### config.mk
export PLATFORM = sky130hd
export DESIGN_NAME = inst_encoder
export DESIGN_NICKNAME = d
export VERILOG_FILES = /design/src/rtl/rv_enc_pkg.sv /design/src/rtl/inst_encoder_imm_pack.sv /design/src/rtl/inst_encoder.sv
export SDC_FILE = /design/constraint.sdc
export NUM_CORES = 1
export LEC_CHECK = 0
export ABC_AREA = 1
export BUFFER_PORTS_ARGS = -buffer_cell sky130_fd_sc_hd__buf_2
export CORE_ASPECT_RATIO = 2
export CORE_MARGIN = 10
export CORE_UTILIZATION = 40
export DETAILED_ROUTE_END_ITERATION = 8
export MAX_ROUTING_LAYER = met4
export PLACE_DENSITY_LB_ADDON = 0.2
export SETUP_SLACK_MARGIN = 0.2
export SLEW_MARGIN = 5
export SYNTH_ARGS = -nofsm -noshare
export SYNTH_HDL_FRONTEND = slang
export SYNTH_SLANG_ARGS = --single-unit
### constraint.sdc
create_clock -name clk -period 1.46 [get_ports clk]
set_input_delay 0.146 -clock clk [delete_from_list [all_inputs] [get_ports clk]]
set_output_delay 0.146 -clock clk [all_outputs]
set_load 0.02 [all_outputs]
### src/rtl/rv_enc_pkg.sv
// Shared types and constants for the RV32I instruction encoder: format tags,
// opcodes, immediate range limits and the captured request record.
package rv_enc_pkg;

  typedef enum logic [2:0] {
    FMT_R = 3'd0,
    FMT_I = 3'd1,
    FMT_S = 3'd2,
    FMT_B = 3'd3,
    FMT_U = 3'd4,
    FMT_J = 3'd5
  } fmt_e;

  localparam logic [6:0] OP_LOAD   = 7'b0000011;
  localparam logic [6:0] OP_IMM    = 7'b0010011;
  localparam logic [6:0] OP_JALR   = 7'b1100111;
  localparam logic [6:0] OP_STORE  = 7'b0100011;
  localparam logic [6:0] OP_BRANCH = 7'b1100011;
  localparam logic [6:0] OP_LUI    = 7'b0110111;
  localparam logic [6:0] OP_AUIPC  = 7'b0010111;
  localparam logic [6:0] OP_JAL    = 7'b1101111;
  localparam logic [6:0] OP_R      = 7'b0110011;

  // Inclusive signed limits; B/J maxima are the largest even offsets.
  localparam int signed IMM12_MIN = -2048;
  localparam int signed IMM12_MAX = 2047;
  localparam int signed IMM_B_MIN = -4096;
  localparam int signed IMM_B_MAX = 4094;
  localparam int signed IMM_J_MIN = -1048576;
  localparam int signed IMM_J_MAX = 1048574;

  typedef struct packed {
    logic [2:0]  fmt;
    logic [6:0]  opcode;
    logic [4:0]  rd;
    logic [4:0]  rs1;
    logic [4:0]  rs2;
    logic [2:0]  funct3;
    logic [6:0]  funct7;
    logic [31:0] imm;
    logic        err;
  } enc_req_t;

  function automatic logic imm_unrepresentable(input logic [2:0] fmt, input logic [31:0] imm);
    logic signed [31:0] v;
    v = $signed(imm);
    case (fmt)
      FMT_R:        return 1'b0;
      FMT_I, FMT_S: return (v < IMM12_MIN) || (v > IMM12_MAX);
      FMT_B:        return imm[0] || (v < IMM_B_MIN) || (v > IMM_B_MAX);
      FMT_J:        return imm[0] || (v < IMM_J_MIN) || (v > IMM_J_MAX);
      FMT_U:        return imm[11:0] != 12'd0;
      default:      return 1'b1;
    endcase
  endfunction

endpackage

### src/rtl/inst_encoder_imm_pack.sv
// Combinational packer: scatters register/funct fields and immediate bits
// into the RV32I word layout of the selected format, or emits NOP on error.
module imm_pack
  import rv_enc_pkg::*;
#(
  parameter logic [31:0] NOP_WORD = 32'h00000013
) (
  input  enc_req_t    req,
  output logic [31:0] inst
);

  always_comb begin
    inst = NOP_WORD;
    if (!req.err) begin
      case (req.fmt)
        FMT_R: inst = {req.funct7, req.rs2, req.rs1, req.funct3, req.rd, req.opcode};
        FMT_I: inst = {req.imm[11:0], req.rs1, req.funct3, req.rd, req.opcode};
        FMT_S: inst = {req.imm[11:5], req.rs2, req.rs1, req.funct3, req.imm[4:0], req.opcode};
        FMT_B: inst = {req.imm[12], req.imm[10:5], req.rs2, req.rs1, req.funct3,
                       req.imm[4:1], req.imm[11], req.opcode};
        FMT_U: inst = {req.imm[31:12], req.rd, req.opcode};
        FMT_J: inst = {req.imm[20], req.imm[10:1], req.imm[11], req.imm[19:12],
                       req.rd, req.opcode};
        default: inst = NOP_WORD;
      endcase
    end
  end

endmodule

### src/rtl/inst_encoder.sv
// Two-stage RV32I instruction encoder: S1 captures and range-checks the
// request, S2 packs it and holds the word until the downstream accepts.
module inst_encoder
  import rv_enc_pkg::*;
#(
  parameter int          CNT_W    = 16,
  parameter logic [31:0] NOP_WORD = 32'h00000013
) (
  input  logic             clk,
  input  logic             rst_n,
  input  logic             in_valid,
  output logic             in_ready,
  input  logic [2:0]       in_fmt,
  input  logic [6:0]       in_opcode,
  input  logic [4:0]       in_rd,
  input  logic [4:0]       in_rs1,
  input  logic [4:0]       in_rs2,
  input  logic [2:0]       in_funct3,
  input  logic [6:0]       in_funct7,
  input  logic [31:0]      in_imm,
  output logic             out_valid,
  input  logic             out_ready,
  output logic [31:0]      out_inst,
  output logic             out_err,
  output logic [CNT_W-1:0] enc_count,
  output logic [CNT_W-1:0] err_count
);

  // Handshake: a transfer happens on a rising edge where valid && ready are
  // both high; valid never depends on ready, and a held word stays unchanged.
  logic             s1_valid_q, s1_valid_d;
  enc_req_t         s1_req_q, s1_req_d;
  logic             out_valid_q, out_valid_d;
  logic [31:0]      out_inst_q, out_inst_d;
  logic             out_err_q, out_err_d;
  logic [CNT_W-1:0] enc_count_q, enc_count_d;
  logic [CNT_W-1:0] err_count_q, err_count_d;

  logic        s2_adv;
  logic        s2_load;
  logic        in_fire;
  logic [31:0] packed_inst;

  assign s2_adv   = !out_valid_q || out_ready;
  assign in_ready = !s1_valid_q || s2_adv;
  assign in_fire  = in_valid && in_ready;
  assign s2_load  = s2_adv && s1_valid_q;

  imm_pack #(.NOP_WORD(NOP_WORD)) u_pack (
    .req  (s1_req_q),
    .inst (packed_inst)
  );

  always_comb begin
    s1_valid_d = s1_valid_q;
    s1_req_d   = s1_req_q;
    if (in_fire) begin
      s1_valid_d      = 1'b1;
      s1_req_d.fmt    = in_fmt;
      s1_req_d.opcode = in_opcode;
      s1_req_d.rd     = in_rd;
      s1_req_d.rs1    = in_rs1;
      s1_req_d.rs2    = in_rs2;
      s1_req_d.funct3 = in_funct3;
      s1_req_d.funct7 = in_funct7;
      s1_req_d.imm    = in_imm;
      s1_req_d.err    = imm_unrepresentable(in_fmt, in_imm);
    end else if (s2_adv) begin
      s1_valid_d = 1'b0;
    end
  end

  // Counters track words entering S2, independent of the output handshake.
  always_comb begin
    out_valid_d = out_valid_q;
    out_inst_d  = out_inst_q;
    out_err_d   = out_err_q;
    enc_count_d = enc_count_q;
    err_count_d = err_count_q;
    if (s2_adv) out_valid_d = s1_valid_q;
    if (s2_load) begin
      out_inst_d = packed_inst;
      out_err_d  = s1_req_q.err;
      if (s1_req_q.err) begin
        if (err_count_q != {CNT_W{1'b1}}) err_count_d = err_count_q + CNT_W'(1);
      end else begin
        if (enc_count_q != {CNT_W{1'b1}}) enc_count_d = enc_count_q + CNT_W'(1);
      end
    end
  end

  always_ff @(posedge clk or negedge rst_n) begin
    if (!rst_n) begin
      s1_valid_q  <= 1'b0;
      s1_req_q    <= '0;
      out_valid_q <= 1'b0;
      out_inst_q  <= '0;
      out_err_q   <= 1'b0;
      enc_count_q <= '0;
      err_count_q <= '0;
    end else begin
      s1_valid_q  <= s1_valid_d;
      s1_req_q    <= s1_req_d;
      out_valid_q <= out_valid_d;
      out_inst_q  <= out_inst_d;
      out_err_q   <= out_err_d;
      enc_count_q <= enc_count_d;
      err_count_q <= err_count_d;
    end
  end

  assign out_valid = out_valid_q;
  assign out_inst  = out_inst_q;
  assign out_err   = out_err_q;
  assign enc_count = enc_count_q;
  assign err_count = err_count_q;

endmodule

== Yosys cells after proc, flatten, opt, wreduce, memory -nomap -nowiden ==
Cells that the tools add are included.

* Add/sub/neg operators: 2
* $lt $le $gt $ge: 6
* Eq/ne operators: 12
* Muxes and demuxes: 5
* Bitwise operators: 1
* Reductions and logical operators: 18

{| class="wikitable"
|+ Operators with widths
! operator !! count
|-
| $pmux W32 S6 || 1
|-
| $add A16 B1 Y16 const B || 2
|-
| $gt A32 B12 Y1 const B || 1
|-
| $gt A32 B13 Y1 const B || 1
|-
| $gt A32 B21 Y1 const B || 1
|-
| $lt A32 B12 Y1 const B || 1
|-
| $lt A32 B13 Y1 const B || 1
|-
| $lt A32 B21 Y1 const B || 1
|-
| $mux W32 || 1
|-
| $ne A16 B16 Y1 const B || 2
|-
| $eq A3 B2 Y1 const B || 4
|-
| $eq A3 B3 Y1 const B || 4
|-
| $reduce_bool A12 Y1 || 1
|-
| $logic_or A1 B1 Y1 || 7
|-
| $eq A3 B1 Y1 const B || 2
|-
| $logic_not A3 Y1 || 2
|-
| $reduce_and A3 Y1 || 2
|-
| $pmux W1 S5 || 1
|-
| $logic_and A1 B1 Y1 || 2
|-
| $logic_not A1 Y1 || 2
|-
| $mux W1 || 2
|-
| $reduce_bool A2 Y1 || 1
|-
| $reduce_or A2 Y1 || 1
|-
| $not A1 Y1 || 1
|}

* Register bits: 135
* Input port bits: 71
* Output and inout port bits: 67
* Word-level logic and storage cells: 59

== Longest topological paths before layout ==
* Word-level depth: 5
* Gate-level depth with buffers: 12
* Gate-level depth less buffers: 12

== Hierarchy ==
Synthesis repeated with hierarchy kept, for this count alone.

* Cells, all modules: 895
* Area total of the unflattened synthesis: 6,822.8 um^2

{| class="wikitable"
|+ Modules (own cells, without submodules)
! module !! instances !! cells an instance !! area each (um^2) !! sequential area each (um^2)
|-
| inst_encoder || 1 || 733 || 6,098.3 || 3,378.2
|-
| imm_pack || 1 || 162 || 724.4 || 0.0
|}

== Least setup slack after synthesis ==
No wires, ideal clock.

* Path kind: register to register
* From: register enc_count_q[0] (netlist: enc_count[0])
* To: register enc_count_q[8] (netlist: enc_count[8])
* Library setup time: 0.122 ns
* Arrival time: 1.577 ns
* Required time: 1.338 ns
* Path slack: -0.239 ns
* Stages on the path, launching flop included: 11
* Cell sequence: dfrtp_1 ha_1 nand3_1 nor3_2 nand3_1 nand2_4 inv_6 nand2_4 nor2_2 nand2_2 xor2_1

* Word-level cells in the longest chain between the ends: 2
* Elaborated cells on any way between the ends: 3

{| class="wikitable"
|+ RTL lines
! item !! RTL line !! text
|-
| start, declared || inst_encoder.sv:36 || <nowiki>logic [CNT_W-1:0] enc_count_q, enc_count_d;</nowiki>
|-
| start signal, assigned || inst_encoder.sv:107 || <nowiki>enc_count_q <= enc_count_d;</nowiki>
|-
| branches (longest 2 deep; another with $add A16 B1 Y16) || - ||
|}

Parallel ways; which one is timed is not known.
A chain may end at the register's enable or synchronous reset.

== Worst setup path in the final report ==
Same ends and word-level chain as after synthesis.

==> flow_metrics.env <==
export IMPL_ys_types=36
export IMPL_drive_gt1_share_pct=46.4
export IMPL_worst_hold_path_num_cells=3
export IMPL_grt_max_degree=45
export IMPL_crit_path_end_kind="flop"
export IMPL_synth_compound_area_share_pct=9.83
export IMPL_nFillCells=1267
export IMPL_outcome="complete, but fails checks"
export IMPL_relSlewSlack_pct=74.0
export IMPL_grt_usage_pct=19.3
export IMPL_grt_util_met2_pct=34.9
export IMPL_synthAdderAreaFrac_pct=0.392
export IMPL_fin_nets=1072
export IMPL_wl_per_cell_um=17.5
export IMPL_tightest_slew_ns=0.387
export IMPL_arrival_ns=1.81
export IMPL_finClkSkew_ns=0.00625
export IMPL_grt_pass1_wl_mm=32.1
export IMPL_crit_type="flop to flop"
export IMPL_start_util_pct=40.5
export IMPL_cap_violations=0
export IMPL_r2r_slack_ns=-0.05
export IMPL_grt_pass1_vias=6367
export IMPL_netlist_area_um2=6390
export IMPL_synth_simple_area_share_pct=22.9
export IMPL_dp_hpwl_mm=14.8
export IMPL_worstPathRequired_ns=1.76
export IMPL_cp_max_fo=7
export IMPL_place_congestion=0.884
export IMPL_min_period_over_period_pct=104
export IMPL_grt_overflow_total=0
export IMPL_vdd_drop_max_uv=724
export IMPL_antenna_found_initial=0
export IMPL_worst_slack_ns=-0.0539
export IMPL_multi_input_area_um2=3460
export IMPL_dr_first_iter_drc_count=262
export IMPL_htreeDepth=4
export IMPL_seq_area_frac_synth_pct=52.9
export IMPL_clk_latency_ns=0.42
export IMPL_max_freq_mhz=661
export IMPL_numPortBuffers=137
export IMPL_cts_max_path_buffers=2
export IMPL_syn_to_final_growth_pct=62.9
export IMPL_synth_xor_area_share_pct=3.70
export IMPL_fin_area_um2=10400
export IMPL_wl_mm=21.2
export IMPL_use_met3_pct=3.31
export IMPL_dieHeight_um=199
export IMPL_firstDrtPassIters=5
export IMPL_dr_total_vias=6068
export IMPL_syn_inst=721
export IMPL_worstHoldStart="in_imm[26]"
export IMPL_antenna_left=0
export IMPL_synth_seq_cells=135
export IMPL_min_path_type="primary input to flop"
export IMPL_final_common_cell="nand2_1"
export IMPL_setup_violations=5
export IMPL_rsz0062_at_grt="yes"
export IMPL_hold_slack_ns=0.00868
export IMPL_p_per_area_nw_per_um2=1310
export IMPL_route_detailed_drc=0
export IMPL_syn_avg_cell_area_um2=8.86
export IMPL_tns_ns=-0.127
export IMPL_most_common_layout_cells="139 x nand2_1, 117 x buf_2, 115 x dfrtp_1"
export IMPL_finalMaxSlewViolations=0
export IMPL_final_cell_count_no_fill=1213
export IMPL_violations="setup timing"
export IMPL_r2r_cells=10
export IMPL_yosysWarningCount=0
export IMPL_final_min_clock_period_ns=1.51
export IMPL_grt_use_met1_pct=20.0
export IMPL_crit_start="enc_count[0]$_DFFE_PN0P_"
export IMPL_worstReg2RegStart="enc_count[0]$_DFFE_PN0P_"
export IMPL_cts_root_buf="clkbuf_16"
export IMPL_final_util_pct=66.0
export IMPL_numCtsBuffers=17
export IMPL_core_area_um2=15800
export IMPL_p_leak_uw=0.00506
export IMPL_fp_dieW_um=109
export IMPL_start_kind="flop"
export IMPL_insertedDiodeCount=0
export IMPL_top_usage_layer="met2"
export IMPL_synth_top_family_by_area="simple AND/OR/NAND/NOR gates"
export IMPL_dp_cells=1097
export IMPL_rows=65
export IMPL_clock_sinks=135
export IMPL_cts_tree="done"
export IMPL_ios=138
export IMPL_register_area_um2=3400
export IMPL_hold_viol_final=0
export IMPL_synth_mux_area_share_pct=4.58
export IMPL_viasPerCell=5.00
export IMPL_die_area_um2=21700
export IMPL_clk_pin_slew_worst_paths_ns=0.06
export IMPL_postPlaceCellArea_um2=7960
export IMPL_syn_num_nets=794
## per-layer routing
layer  wire [µm]  part of all wire (%)
met5           0                     0
met4         501                   2.4
met3         817                   3.9
met2       12200                    58
met1        7630                    36
## cell type report
cell class	instances	area share, %
Clock inverter	11	1.63
Tap cell	201	2.42
Sequential cell	135	32.7
Clock buffer	21	4.52
Inverter	71	2.78
Multi-Input combinational cell	496	33.3
Timing Repair Buffer	278	22.7
## cells in the mapped netlist, drive strengths merged
cell	n	area share [%]
o21ai	49	3.8
nor2	97	6.1
xor2	17	2.3
nand3	36	2.9
nor3	9	0.78
dfrtp	135	53
a21oi	17	1.3
a22o	10	1.4
o21a	1	0.12
nor4	2	0.43
ha	2	0.39
nand3b	2	0.23
a221oi	9	1.2
nor3b	3	0.35
nand2	175	11
o22a	3	0.41
mux2	26	4.6
inv	71	4.2
a22oi	8	0.94
clkbuf	7	0.41
and2	1	0.098
buf	13	1.1
nand4	11	1.1
xnor2	10	1.4
o22ai	6	0.59
nor4b	1	0.23
## what timing repair did
action                                  CTS  global route
hold buffers                             37             0
cloned                                    3             8
buffers inserted                         19            17
pin swaps                                23            39
gates resized for setup                 109           172
endpoints found under the hold margin   171             0
endpoints found under the setup margin  111           135
## stage by stage
step | setup slack (ns) | power [µW]
after floorplan | -0.0963 | 6500
after global placement | -0.0278 | 7700
after detailed placement | -0.0445 | 7760
after CTS | -0.0212 | 13000
after global routing | -0.103 | 14200
final | -0.0539 | 13600
## cells by family after synthesis
| family | count (synthesis) |
|---|---|
| fa+ha+maj | 2 |
| flops | 135 |
| mux | 26 |
| compound gates | 103 |
| simple gates | 337 |
| buf+inv | 91 |
| xor+xnor | 27 |
## worst paths after layout
path                                                  to
worst max register to register  enc_count[8]$_DFFE_PN0P_
worst min register to register  out_inst[19]$_DFFE_PN0P_
min in group asynchronous       err_count[2]$_DFFE_PN0P_
worst min-delay path            s1_req_q[27]$_DFFE_PN0P_
worst max-delay path            enc_count[8]$_DFFE_PN0P_
max in group asynchronous       s1_req_q[67]$_DFFE_PN0P_
## state kept, by name, summed over array words and instances, names as in the netlist
register / count
out_err: 1
err_count: 16
out_valid: 1
out_inst: 32
s1_valid_q: 1
s1_req_q: 68
enc_count: 16
## power breakdown
group	total [µW]	leakage, µW	switching [µW]	internal (µW)
combinational	4110	0.00311	2140	1980
sequential	4890	0.00165	538	4350
clock	4630	0.000306	1630	3000
## critical path: stages (launching register included)
cell	delay [ns]
dfrtp_2	0.42
ha_4	0.17
nand3_4	0.08
nor3_2	0.04
nand3_1	0.11
nand2_4	0.10
inv_6	0.10
nand2_4	0.06
nor2_4	0.11
nand2_2	0.06
xor2_1	0.14
No activity file was read; power rests on OpenSTA's default activity.
